## src/rtl/imm_inst_encoder_pkg.sv

```systemverilog
// ---------------------------------------------------------------------------
// imm_enc_pkg
// Shared constants and types for the I-type (OP-IMM) instruction encoder:
//   - RV32I OP-IMM opcode, shift funct7 values and the canonical NOP word
//   - 5-bit ALU control codes accepted on the request port
//   - funct3 encoding enum and the encoder FSM state enum
// ---------------------------------------------------------------------------
package imm_enc_pkg;

  localparam logic [6:0]  OP_IMM       = 7'h13;
  localparam logic [6:0]  SHIFT_FUNCT7 = 7'h00;
  localparam logic [6:0]  SRA_FUNCT7   = 7'h20;
  localparam logic [31:0] NOP_WORD     = 32'h0000_0013;

  localparam logic [4:0] ALU_ADDI  = 5'd0;
  localparam logic [4:0] ALU_SLTI  = 5'd1;
  localparam logic [4:0] ALU_SLTIU = 5'd2;
  localparam logic [4:0] ALU_XORI  = 5'd3;
  localparam logic [4:0] ALU_ORI   = 5'd4;
  localparam logic [4:0] ALU_ANDI  = 5'd5;
  localparam logic [4:0] ALU_SLLI  = 5'd6;
  localparam logic [4:0] ALU_SRLI  = 5'd7;
  localparam logic [4:0] ALU_SRAI  = 5'd8;

  typedef enum logic [2:0] {
    F3_ADDI  = 3'd0,
    F3_SLLI  = 3'd1,
    F3_SLTI  = 3'd2,
    F3_SLTIU = 3'd3,
    F3_XORI  = 3'd4,
    F3_SR    = 3'd5,
    F3_ORI   = 3'd6,
    F3_ANDI  = 3'd7
  } funct3_e;

  typedef enum logic [1:0] {
    IDLE  = 2'd0,
    RUN   = 2'd1,
    DRAIN = 2'd2,
    DONE  = 2'd3
  } state_e;

endpackage

```

## src/rtl/imm_inst_encoder_if.sv

```systemverilog
// ---------------------------------------------------------------------------
// imm_inst_encoder_if
// Bundles the job control, request handshake and IMEM write bus of the
// instruction encoder.
//   master : the side that launches jobs, supplies requests and plays IMEM
//   slave  : the encoder itself
// Signals: start/base_addr/inst_count/busy/done (job control),
//          req_valid/req_ready/req_alu_control/req_rs1/req_rd/req_imm (requests),
//          mem_we/mem_ready/mem_addr/mem_wdata (IMEM writes),
//          err_count/last_err_code (rejection status).
// ---------------------------------------------------------------------------
interface imm_inst_encoder_if #(
  parameter int ADDR_W = 32,
  parameter int CNT_W  = 16,
  parameter int ERR_W  = 8
);

  logic              start;
  logic [ADDR_W-1:0] base_addr;
  logic [CNT_W-1:0]  inst_count;
  logic              busy;
  logic              done;

  logic              req_valid;
  logic              req_ready;
  logic [4:0]        req_alu_control;
  logic [4:0]        req_rs1;
  logic [4:0]        req_rd;
  logic [11:0]       req_imm;

  logic              mem_we;
  logic              mem_ready;
  logic [ADDR_W-1:0] mem_addr;
  logic [31:0]       mem_wdata;

  logic [ERR_W-1:0]  err_count;
  logic [4:0]        last_err_code;

  modport master (
    output start, base_addr, inst_count, req_valid, req_alu_control,
           req_rs1, req_rd, req_imm, mem_ready,
    input  busy, done, req_ready, mem_we, mem_addr, mem_wdata,
           err_count, last_err_code
  );

  modport slave (
    input  start, base_addr, inst_count, req_valid, req_alu_control,
           req_rs1, req_rd, req_imm, mem_ready,
    output busy, done, req_ready, mem_we, mem_addr, mem_wdata,
           err_count, last_err_code
  );

endinterface

```

## src/rtl/imm_inst_encoder_pack.sv

```systemverilog
// ---------------------------------------------------------------------------
// imm_inst_pack
// Purely combinational packer: turns an ALU control code plus rs1/rd/imm into
// a 32-bit RV32I OP-IMM word and flags requests that cannot be encoded.
// Ports:
//   i_aluControl  5   ALU operation code (ALU_* in imm_enc_pkg)
//   i_rs1, i_rd   5   register indices
//   i_imm         12  immediate; shifts use only [4:0] as shamt
//   o_word        32  encoded instruction, NOP when illegal
//   o_illegal     1   unknown code, or shift with non-zero imm[11:5]
// ---------------------------------------------------------------------------
module imm_inst_pack
  import imm_enc_pkg::*;
(
  input  logic [4:0]  i_aluControl,
  input  logic [4:0]  i_rs1,
  input  logic [4:0]  i_rd,
  input  logic [11:0] i_imm,
  output logic [31:0] o_word,
  output logic        o_illegal
);

  funct3_e     w_funct3;
  logic [11:0] w_immField;

  // Shifts rebuild the upper immediate from the funct7 constant, so any
  // stray bits the requester put in imm[11:5] make the request illegal
  // rather than silently turning SRLI into SRAI. Illegal requests still
  // produce a NOP so the program image keeps its slot.
  always_comb begin
    w_funct3   = F3_ADDI;
    w_immField = i_imm;
    o_illegal  = 1'b0;
    case (i_aluControl)
      ALU_ADDI:  w_funct3 = F3_ADDI;
      ALU_SLTI:  w_funct3 = F3_SLTI;
      ALU_SLTIU: w_funct3 = F3_SLTIU;
      ALU_XORI:  w_funct3 = F3_XORI;
      ALU_ORI:   w_funct3 = F3_ORI;
      ALU_ANDI:  w_funct3 = F3_ANDI;
      ALU_SLLI: begin
        w_funct3   = F3_SLLI;
        w_immField = {SHIFT_FUNCT7, i_imm[4:0]};
        o_illegal  = |i_imm[11:5];
      end
      ALU_SRLI: begin
        w_funct3   = F3_SR;
        w_immField = {SHIFT_FUNCT7, i_imm[4:0]};
        o_illegal  = |i_imm[11:5];
      end
      ALU_SRAI: begin
        w_funct3   = F3_SR;
        w_immField = {SRA_FUNCT7, i_imm[4:0]};
        o_illegal  = |i_imm[11:5];
      end
      default: o_illegal = 1'b1;
    endcase
    o_word = o_illegal ? NOP_WORD : {w_immField, i_rs1, w_funct3, i_rd, OP_IMM};
  end

endmodule

```

## src/rtl/imm_inst_encoder.sv

```systemverilog
// ---------------------------------------------------------------------------
// imm_inst_encoder
// Bulk OP-IMM instruction loader. A start pulse latches a base address and a
// request count; each accepted request is packed into an RV32I word and
// written to consecutive IMEM addresses through a one-entry output register.
// Ports:
//   clk    1  rising-edge clock
//   rst_n  1  asynchronous active-low reset
//   bus       imm_inst_encoder_if.slave (job control, requests, IMEM writes,
//             error status)
// ---------------------------------------------------------------------------
module imm_inst_encoder
  import imm_enc_pkg::*;
#(
  parameter int ADDR_W = 32,
  parameter int CNT_W  = 16,
  parameter int ERR_W  = 8
) (
  input logic               clk,
  input logic               rst_n,
  imm_inst_encoder_if.slave bus
);

  state_e            r_state;
  state_e            w_nextState;
  logic [ADDR_W-1:0] r_addr;
  logic [CNT_W-1:0]  r_count;
  logic [CNT_W-1:0]  r_accepted;
  logic              r_memWe;
  logic [31:0]       r_wdata;
  logic [ERR_W-1:0]  r_errCount;
  logic [4:0]        r_lastErr;

  logic [31:0]       w_packedWord;
  logic              w_illegal;
  logic              w_reqReady;
  logic              w_reqFire;
  logic              w_memFire;
  logic              w_startAccept;
  logic              w_lastFire;

  imm_inst_pack u_pack (
    .i_aluControl (bus.req_alu_control),
    .i_rs1        (bus.req_rs1),
    .i_rd         (bus.req_rd),
    .i_imm        (bus.req_imm),
    .o_word       (w_packedWord),
    .o_illegal    (w_illegal)
  );

  // Ready never looks at req_valid; a request can enter whenever the output
  // register is empty or is being drained by IMEM in this same cycle.
  assign w_reqReady    = (r_state == RUN) && (r_accepted < r_count) &&
                         (!r_memWe || bus.mem_ready);
  assign w_reqFire     = bus.req_valid && w_reqReady;
  assign w_memFire     = r_memWe && bus.mem_ready;
  assign w_startAccept = (r_state == IDLE) && bus.start;
  assign w_lastFire    = w_reqFire && ((r_accepted + CNT_W'(1)) == r_count);

  assign bus.req_ready     = w_reqReady;
  assign bus.busy          = (r_state == RUN) || (r_state == DRAIN);
  assign bus.done          = (r_state == DONE);
  assign bus.mem_we        = r_memWe;
  assign bus.mem_addr      = r_addr;
  assign bus.mem_wdata     = r_wdata;
  assign bus.err_count     = r_errCount;
  assign bus.last_err_code = r_lastErr;

  // State register.
  always_ff @(posedge clk or negedge rst_n) begin
    if (!rst_n) r_state <= IDLE;
    else        r_state <= w_nextState;
  end

  // Leaving RUN on the handshake of the final request lets DRAIN see the
  // last word in the output register immediately, so done lands in the
  // cycle right after IMEM takes that word. A zero-length job goes straight
  // to DONE.
  always_comb begin
    w_nextState = r_state;
    case (r_state)
      IDLE:    if (bus.start) w_nextState = (bus.inst_count == '0) ? DONE : RUN;
      RUN:     if (w_lastFire) w_nextState = DRAIN;
      DRAIN:   if (!r_memWe || bus.mem_ready) w_nextState = DONE;
      DONE:    w_nextState = IDLE;
      default: w_nextState = IDLE;
    endcase
  end

  // Job bookkeeping: start re-arms the address, count and error counter;
  // afterwards the address only advances on IMEM acceptance so a stalled
  // write keeps its address, and it wraps naturally at the top of memory.
  always_ff @(posedge clk or negedge rst_n) begin
    if (!rst_n) begin
      r_addr     <= '0;
      r_count    <= '0;
      r_accepted <= '0;
      r_errCount <= '0;
      r_lastErr  <= '0;
    end else if (w_startAccept) begin
      r_addr     <= {bus.base_addr[ADDR_W-1:2], 2'b00};
      r_count    <= bus.inst_count;
      r_accepted <= '0;
      r_errCount <= '0;
    end else begin
      if (w_memFire) r_addr <= r_addr + ADDR_W'(4);
      if (w_reqFire) r_accepted <= r_accepted + CNT_W'(1);
      if (w_reqFire && w_illegal) begin
        if (r_errCount != {ERR_W{1'b1}}) r_errCount <= r_errCount + ERR_W'(1);
        r_lastErr <= bus.req_alu_control;
      end
    end
  end

  // One-entry output register. A new word overwrites the slot only when the
  // handshake fired, which already guarantees the old word was taken, so the
  // write stays frozen while IMEM holds mem_ready low.
  always_ff @(posedge clk or negedge rst_n) begin
    if (!rst_n) begin
      r_memWe <= 1'b0;
      r_wdata <= '0;
    end else if (w_reqFire) begin
      r_memWe <= 1'b1;
      r_wdata <= w_packedWord;
    end else if (w_memFire) begin
      r_memWe <= 1'b0;
    end
  end

endmodule

```

## src/flat_wrapper.sv

```systemverilog
// flat-port wrapper written by rule: the top's interface ports become plain ports
module imm_inst_encoder_flat import imm_enc_pkg::*;
#(
  parameter int ADDR_W = 32,
  parameter int CNT_W  = 16,
  parameter int ERR_W  = 8
)
  (clk, rst_n, bus_start, bus_base_addr, bus_inst_count, bus_req_valid, bus_req_alu_control, bus_req_rs1, bus_req_rd, bus_req_imm, bus_mem_ready, bus_busy, bus_done, bus_req_ready, bus_mem_we, bus_mem_addr, bus_mem_wdata, bus_err_count, bus_last_err_code);
  imm_inst_encoder_if #(.ADDR_W(ADDR_W), .CNT_W(CNT_W), .ERR_W(ERR_W)) bus_i ();
  input logic clk;
  input logic rst_n;
  input wire logic [$bits(bus_i.start)-1:0] bus_start;
  input wire logic [$bits(bus_i.base_addr)-1:0] bus_base_addr;
  input wire logic [$bits(bus_i.inst_count)-1:0] bus_inst_count;
  input wire logic [$bits(bus_i.req_valid)-1:0] bus_req_valid;
  input wire logic [$bits(bus_i.req_alu_control)-1:0] bus_req_alu_control;
  input wire logic [$bits(bus_i.req_rs1)-1:0] bus_req_rs1;
  input wire logic [$bits(bus_i.req_rd)-1:0] bus_req_rd;
  input wire logic [$bits(bus_i.req_imm)-1:0] bus_req_imm;
  input wire logic [$bits(bus_i.mem_ready)-1:0] bus_mem_ready;
  output wire logic [$bits(bus_i.busy)-1:0] bus_busy;
  output wire logic [$bits(bus_i.done)-1:0] bus_done;
  output wire logic [$bits(bus_i.req_ready)-1:0] bus_req_ready;
  output wire logic [$bits(bus_i.mem_we)-1:0] bus_mem_we;
  output wire logic [$bits(bus_i.mem_addr)-1:0] bus_mem_addr;
  output wire logic [$bits(bus_i.mem_wdata)-1:0] bus_mem_wdata;
  output wire logic [$bits(bus_i.err_count)-1:0] bus_err_count;
  output wire logic [$bits(bus_i.last_err_code)-1:0] bus_last_err_code;
  assign bus_i.start = bus_start;
  assign bus_i.base_addr = bus_base_addr;
  assign bus_i.inst_count = bus_inst_count;
  assign bus_i.req_valid = bus_req_valid;
  assign bus_i.req_alu_control = bus_req_alu_control;
  assign bus_i.req_rs1 = bus_req_rs1;
  assign bus_i.req_rd = bus_req_rd;
  assign bus_i.req_imm = bus_req_imm;
  assign bus_i.mem_ready = bus_mem_ready;
  assign bus_busy = bus_i.busy;
  assign bus_done = bus_i.done;
  assign bus_req_ready = bus_i.req_ready;
  assign bus_mem_we = bus_i.mem_we;
  assign bus_mem_addr = bus_i.mem_addr;
  assign bus_mem_wdata = bus_i.mem_wdata;
  assign bus_err_count = bus_i.err_count;
  assign bus_last_err_code = bus_i.last_err_code;
  imm_inst_encoder #(.ADDR_W(ADDR_W), .CNT_W(CNT_W), .ERR_W(ERR_W)) u_core (.clk(clk), .rst_n(rst_n), .bus(bus_i));
endmodule
```

## config.mk

```make
export PLATFORM = sky130hd
export DESIGN_NAME = imm_inst_encoder_flat
export DESIGN_NICKNAME = d
export VERILOG_FILES = /design/src/rtl/imm_inst_encoder_pkg.sv /design/src/rtl/imm_inst_encoder_if.sv /design/src/rtl/imm_inst_encoder_pack.sv /design/src/rtl/imm_inst_encoder.sv /design/src/flat_wrapper.sv
export SDC_FILE = /design/constraint.sdc
export NUM_CORES = 1
export LEC_CHECK = 0
export CELL_PAD_IN_SITES_DETAIL_PLACEMENT = 1
export CELL_PAD_IN_SITES_GLOBAL_PLACEMENT = 2
export CORE_MARGIN = 2
export CORE_UTILIZATION = 29
export DETAILED_ROUTE_END_ITERATION = 6
export HOLD_SLACK_MARGIN = 0.12
export PLACE_DENSITY_LB_ADDON = 0.1
export SLEW_MARGIN = 10
export SYNTH_ARGS = -nofsm -noshare
export SYNTH_HDL_FRONTEND = slang
export SYNTH_SLANG_ARGS = --single-unit
```

## constraint.sdc

```tcl
create_clock -name clk -period 3.25 [get_ports clk]
set_input_delay 0.325 -clock clk [delete_from_list [all_inputs] [get_ports clk]]
set_output_delay 0.325 -clock clk [all_outputs]
set_load 0.005 [all_outputs]
```

==> results.toml, run 1 <==
[power_and_ir_drop]
comb_power_share_pct = 41.6
p_sw_share_pct = 36.5
clockPowerShare_pct = 21.2
power.internal_mw = 3.69
leakagePower_nw = 3.39
net-switching-power_mw = 2.12
ir_drop_mv = 0.284
power_density_nw_per_um2 = 716
power_mw = 5.81
seqPwrFrac_pct = 37.2

[sta]
drv_slew = 0
fmax_mhz = 339
fin_crit_ns = 2.95
timing.setup.tns_ns = 0
setup_viol = 0
whs_ns = 0.464
worst_slew_pin_slew_ns = 0.750
final.setup_skew_ns = 0.00564
finalHoldViolCount = 0
finalCritPeriodShare_pct = 90.8
rsz0062_at_grt = "false"
relSlewSlack_pct = 49.6

[clock_network]
cts_tree = "done"
clkLatencyLatePin_ns = 0.35
post-cts-setup-buffer-count = 0
clk_pin_slew_ns = 0.08
cts_buffers = 9
cts-root-buf = "clkbuf_16"
clockBufferDepth = 2
ctsResizeCount = 0
cts.sinks = 104
hold_buffers = 1
htreeDepth = 3

[yosys]
synth_edf_count = 0
yosys_warnings = 0
synth.top_cell.area_share_pct = 43.5
avgSynthCellArea_um2 = 8.80
ys_top_cells_by_area = "dfrtp_1 44%, nand2_1 7.9%, xnor2_1 5.9%, ha_1 5.0%, o21ai_0 4.7%"
syn_inst = 680
synthArstFlopShare_pct = 100
netlist_area_um2 = 5980
ys_seq_area_share_pct = 43.5
synth_top_area_cell = "dfrtp_1"
ys_ff_latch = 104
synth.distinct_cells = 60
synth_ff_type = "dfrtp_1"

[outcome]
status = "complete, no violations"

[layout]
final_common_cell = "clkdlybuf4s50_1"
multiInputGateArea_um2 = 3080
fillCellCount = 2318
final_cell_mix = "151 x clkdlybuf4s50_1, 126 x nand2_1, 104 x dfrtp_1"
nNetsFinal = 924
seqCellArea_um2 = 2600
syn2layout_area_growth_pct = 35.7
final_util_pct = 40.1
diodes = 0
drive_above_1_share_pct = 6.06
fin_area_um2 = 8110

[floorplan]
core_area_um2 = 20200
rows = 52
die_h_um = 148
die-area_um2 = 21800
io-pin-count = 161
initial_core_util_pct = 29.6
die_x_um = 148

[global_route]
use_met2_pct = 30.0
grt_util_met1_pct = 22.5
use_met3_pct = 4.75
grt_pass1_vias = 5663
busiest_layer = "met2"
grt_max_degree = 105
overflow = 0
antenna_found_initial = 0
grt_usage_pct = 17.7
grt_pass1_wl_mm = 30.9

[drt]
drtPass1Iterations = 4
post_drt_wl_per_cell_um = 17.1
drt_wl_total_mm = 18.7
drt_iter0_drc = 228
via_count = 5319
vias_per_cell = 4.86
drc = 0
drtAntennaViolNets = 0

[setup_path]
cp_data_required_time_ns = 2.92
critPathKind = "reg2out"
startpoint_type = "register"
crit_fanout = 8
cp.arrival_ns = 2.62
cp-end-kind = "output port"

[placement]
place_congestion = 0.780
hpwlAfterDp_mm = 13.7
placed_area_um2 = 7780
io_buffers = 152

[run]
drv_cap = 0

[hold_path]
min_path_type = "reg2reg"
synth_stat cells (3+ instances only):
master,instances
nor2b_1,5
inv_1,28
mux2_2,6
nand3_1,46
nand2_1,126
nor4_1,12
nor3b_1,6
buf_2,8
a31oi_1,3
nor2_1,41
buf_1,5
ha_1,24
buf_4,9
clkbuf_1,20
dfrtp_1,104
and3_1,9
nand4_1,13
xnor2_1,40
o41ai_1,3
nand3b_1,3
and4_1,3
nor3_1,13
or3_1,3
nand2b_1,5
a21oi_1,16
mux2i_1,4
xor2_1,25
o21ai_0,56
a21o_1,3
worst max-delay path: stages, from the launching register on:
cell	delay [ns]
dfrtp_1	0.42
inv_1	0.15
ha_1	0.26
a21oi_1	0.12
o21ai_0	0.14
o21ai_0	0.26
a31oi_2	0.07
buf_4	0.18
nor2b_1	0.15
clkdlybuf4s50_1	0.52
stage by stage:
stage / cells / worst slack, ns
floorplan: 685 / 0.750
global placement: 1078 / 0.469
detailed placement: 1078 / 0.413
CTS: 1095 / 0.258
global route: 1095 / 0.143
finish: 1095 / 0.300
flip-flops by register name (all words and copies together) (netlist names):
register and count:
u_core.bus.mem_addr 30, u_core.bus.mem_wdata 26, u_core.r_accepted 16, u_core.r_count 16, u_core.bus.err_count 8, u_core.bus.last_err_code 5
u_core.r_state 2, u_core.bus.mem_we 1
cell families (layout without fill, tap and decap cells):
kind of cell	Yosys count	in the layout	synth area share, %
buf+inv	71	211	5.31
other cells	1	6	0.0627
compound gates	103	103	10.3
xor+xnor	65	65	9.52
mux	10	10	1.80
fa+ha+maj	24	24	5.02
simple gates	302	302	24.5
flops	104	104	43.5
worst paths after layout:
path	end	from	depth (start not counted)	slack [ns]
min in group asynchronous	u_core.r_count[0]	rst_n	3	0.57
worst min-delay path	u_core.bus.mem_wdata[18]	u_core.bus.mem_wdata[18]	2	0.46
worst max register to register	u_core.bus.err_count[5]	u_core.r_accepted[13]	9	0.42
worst min register to register	u_core.bus.mem_wdata[18]	u_core.bus.mem_wdata[18]	2	0.46
max in group asynchronous	u_core.bus.mem_addr[25]	rst_n	3	2.19
worst max-delay path	bus_req_ready	u_core.r_count[11]	9	0.30
layer usage:
layer	part of all wire, %	routed length (um)
met5	0	0
met1	45	8330
met4	1.3	241
met2	49	9110
met3	5.4	1010
area by class of cell:
type | count | area share, %
multi-input cells | 510 | 38.0
flip-flops and latches | 104 | 32.1
repair buffers | 167 | 20.4
well taps | 270 | 4.16
clock buffers | 9 | 2.78
inverters | 28 | 1.30
clock inverters | 7 | 1.23
power by group through the flow:
stage	Combinational, mW	Clock (mW)	Sequential (mW)
2_1_floorplan	1.15	0	2.12
3_3_place_gp	2.40	0	2.17
3_5_place_dp	2.45	0	2.19
4_1_cts	2.47	1.28	2.17
5_1_grt	2.71	1.33	2.25
6_report	2.41	1.23	2.16
(Power assumes the default switching activity.)
==> run 2: changes to the inputs <==
--- a/config.mk
+++ b/config.mk
@@ -5,8 +5,10 @@
 export SDC_FILE = /design/constraint.sdc
 export NUM_CORES = 1
 export LEC_CHECK = 0
+export ABC_CLOCK_PERIOD_IN_PS = 3250
 export CELL_PAD_IN_SITES_DETAIL_PLACEMENT = 1
 export CELL_PAD_IN_SITES_GLOBAL_PLACEMENT = 2
+export CORE_ASPECT_RATIO = 1.75
 export CORE_MARGIN = 2
 export CORE_UTILIZATION = 29
 export DETAILED_ROUTE_END_ITERATION = 6
==> results.toml, run 2 (same netlist as run 1, synthesis figures left out) <==
[setup_path]
reg2reg_depth = 8
cp_data_required_time_ns = 2.92
crit_family = "compound AO/OA/AOI/OAI gates"
critical_path_buf_inv_count = 2
critPathKind = "reg2out"
critPathMostFrequentCell = "o21ai_0"
cp_cell_sequence = "inv_1 -> ha_1 -> nand2_1 -> o21ai_0 -> o21ai_0 -> a31oi_2 -> nor2b_1 -> clkdlybuf4s50_1"
crit_cells = 8
cp.arrival_ns = 2.67
r2r-start = "u_core.r_accepted[9]"
worstSetupStartpoint = "u_core.r_count[11]"
timing.rr.end = "u_core.bus.last_err_code[1]"
rrSetupSlack_ns = 0.44
cp_slowest_cell = "clkdlybuf4s50_1"
cp-end-kind = "output port"
crit_fanout = 8
critPathCapture = "bus_req_ready"
startpoint_type = "register"
slowest_delay_ns = 0.47

[hold_path]
min_path_type = "reg2reg"
hold_depth = 2

[floorplan]
die_h_um = 194
die-area_um2 = 21800
rows = 69
core_area_um2 = 20300
io-pin-count = 161
initial_core_util_pct = 29.5
die_x_um = 113

[sta]
fin_crit_ns = 2.99
setup_viol = 0
worst_slew_pin_slew_ns = 0.734
relSlewSlack_pct = 50.7
drv_slew = 0
final.setup_skew_ns = 0.00890
rsz0062_at_grt = "false"
fmax_mhz = 334
fin_ws_ns = 0.258
finalHoldViolCount = 0
timing.setup.tns_ns = 0
finalCritPeriodShare_pct = 92.1

[drt]
via_count = 5369
vias_per_cell = 5.00
drt_wl_total_mm = 19.1
drtPass1Iterations = 4
drt_iter0_drc = 176
drtAntennaViolNets = 0
post_drt_wl_per_cell_um = 17.8
drc = 0

[clock_network]
clkLatencyLatePin_ns = 0.36
cts_tree = "done"
cts.sinks = 104
clockBufferDepth = 2
cts-root-buf = "clkbuf_16"
post-cts-setup-buffer-count = 0
ctsResizeCount = 0
cts_buffers = 9
htreeDepth = 3
clk_pin_slew_ns = 0.07

[layout]
largest_reg_flops = 30
drive_above_1_share_pct = 5.95
seqCellArea_um2 = 2600
syn2layout_area_growth_pct = 34.7
final_common_cell = "clkdlybuf4s50_1"
multiInputGateArea_um2 = 3080
fillCellCount = 2368
final_cell_mix = "151 x clkdlybuf4s50_1, 126 x nand2_1, 104 x dfrtp_1"
nNetsFinal = 923

[global_route]
grt_pass1_vias = 6009
grt_max_degree = 76
antenna_found_initial = 1
grt_usage_pct = 17.9
overflow = 0
grt_pass1_wl_mm = 31.3

[power_and_ir_drop]
power_density_nw_per_um2 = 706
leakagePower_nw = 3.38
ir_drop_mv = 0.281

[placement]
dp_slack_ns = 0.415
io_buffers = 152
place_congestion = 0.826
hpwlAfterDp_mm = 14.5

[run]
drv_cap = 0

[outcome]
status = "complete, no violations"
run 2: cell types whose count changed in the layout (fill, tap and decap cells not counted), sizes merged:
cell | before | now
buf | 15 | 14
bufinv | 2 | 0
clkbuf | 9 | 13
diode | 0 | 1
inv | 31 | 29
run 2: worst min path at each step:
stage,startpoint,to,slack (ns)
global placement,rst_n,u_core.r_count[9],0.42
CTS,u_core.bus.mem_wdata[27],u_core.bus.mem_wdata[27],0.48
finish,u_core.bus.mem_wdata[27],u_core.bus.mem_wdata[27],0.47
floorplan,rst_n,u_core.bus.err_count[0],0.03
detailed placement,rst_n,u_core.r_accepted[8],0.44
global route,u_core.bus.mem_wdata[21],u_core.bus.mem_wdata[21],0.51
run 2: stage by stage:
stage / std cells / hold WS, ns / util, % / instance area [um^2] / power (mW)
global placement: 1055 / 0.424 / 38.2 / 7740 / 4.55
floorplan: 685 / 0.0294 / - / 6000 / 3.27
detailed placement: 1055 / 0.435 / 38.2 / 7740 / 4.63
global route: 1073 / 0.506 / 39.7 / 8060 / 6.15
finish: 1073 / 0.471 / 39.7 / 8060 / 5.69
CTS: 1072 / 0.480 / 39.7 / 8060 / 5.81
run 2: area by class of cell:
type / count / share of cell area (%)
multi-input cells: 510 / 38.3
inverters: 28 / 1.30
flip-flops and latches: 104 / 32.3
well taps: 248 / 3.85
diodes: 1 / 0.0311
repair buffers: 166 / 20.5
clock inverters: 3 / 0.279
clock buffers: 13 / 3.48
run 2: worst reg2reg max path, stage by stage (launching register included):
cell and delay, ns:
dfrtp_1 0.46, ha_1 0.34, a21oi_1 0.15, o21ai_0 0.12, o21ai_0 0.23, a31oi_2 0.13
or2_1 0.44, nor3_2 0.42, mux2_2 0.40
run 2: report_power, final:
group | switching, mW | leakage [nW] | internal (mW) | total (mW)
Combinational | 1.14 | 1.88 | 1.25 | 2.39
Sequential | 0.425 | 1.35 | 1.74 | 2.17
Clock | 0.521 | 0.152 | 0.608 | 1.13
Total | 2.08 | 3.38 | 3.60 | 5.69
run 2: repair_timing:
action / in CTS / in global routing
endpoints found under the setup margin: 0 / 0
endpoints found under the hold margin: 48 / 0
hold buffers: 1 / 0
run 2: routing by layer:
metal	wire length, um	vias up	GRT usage [%]
met4	369	0	5.87
met2	10400	127	33.8
met5	0	-	0
li1	-	2586	-
met3	994	24	4.03
met1	7390	2632	19.4
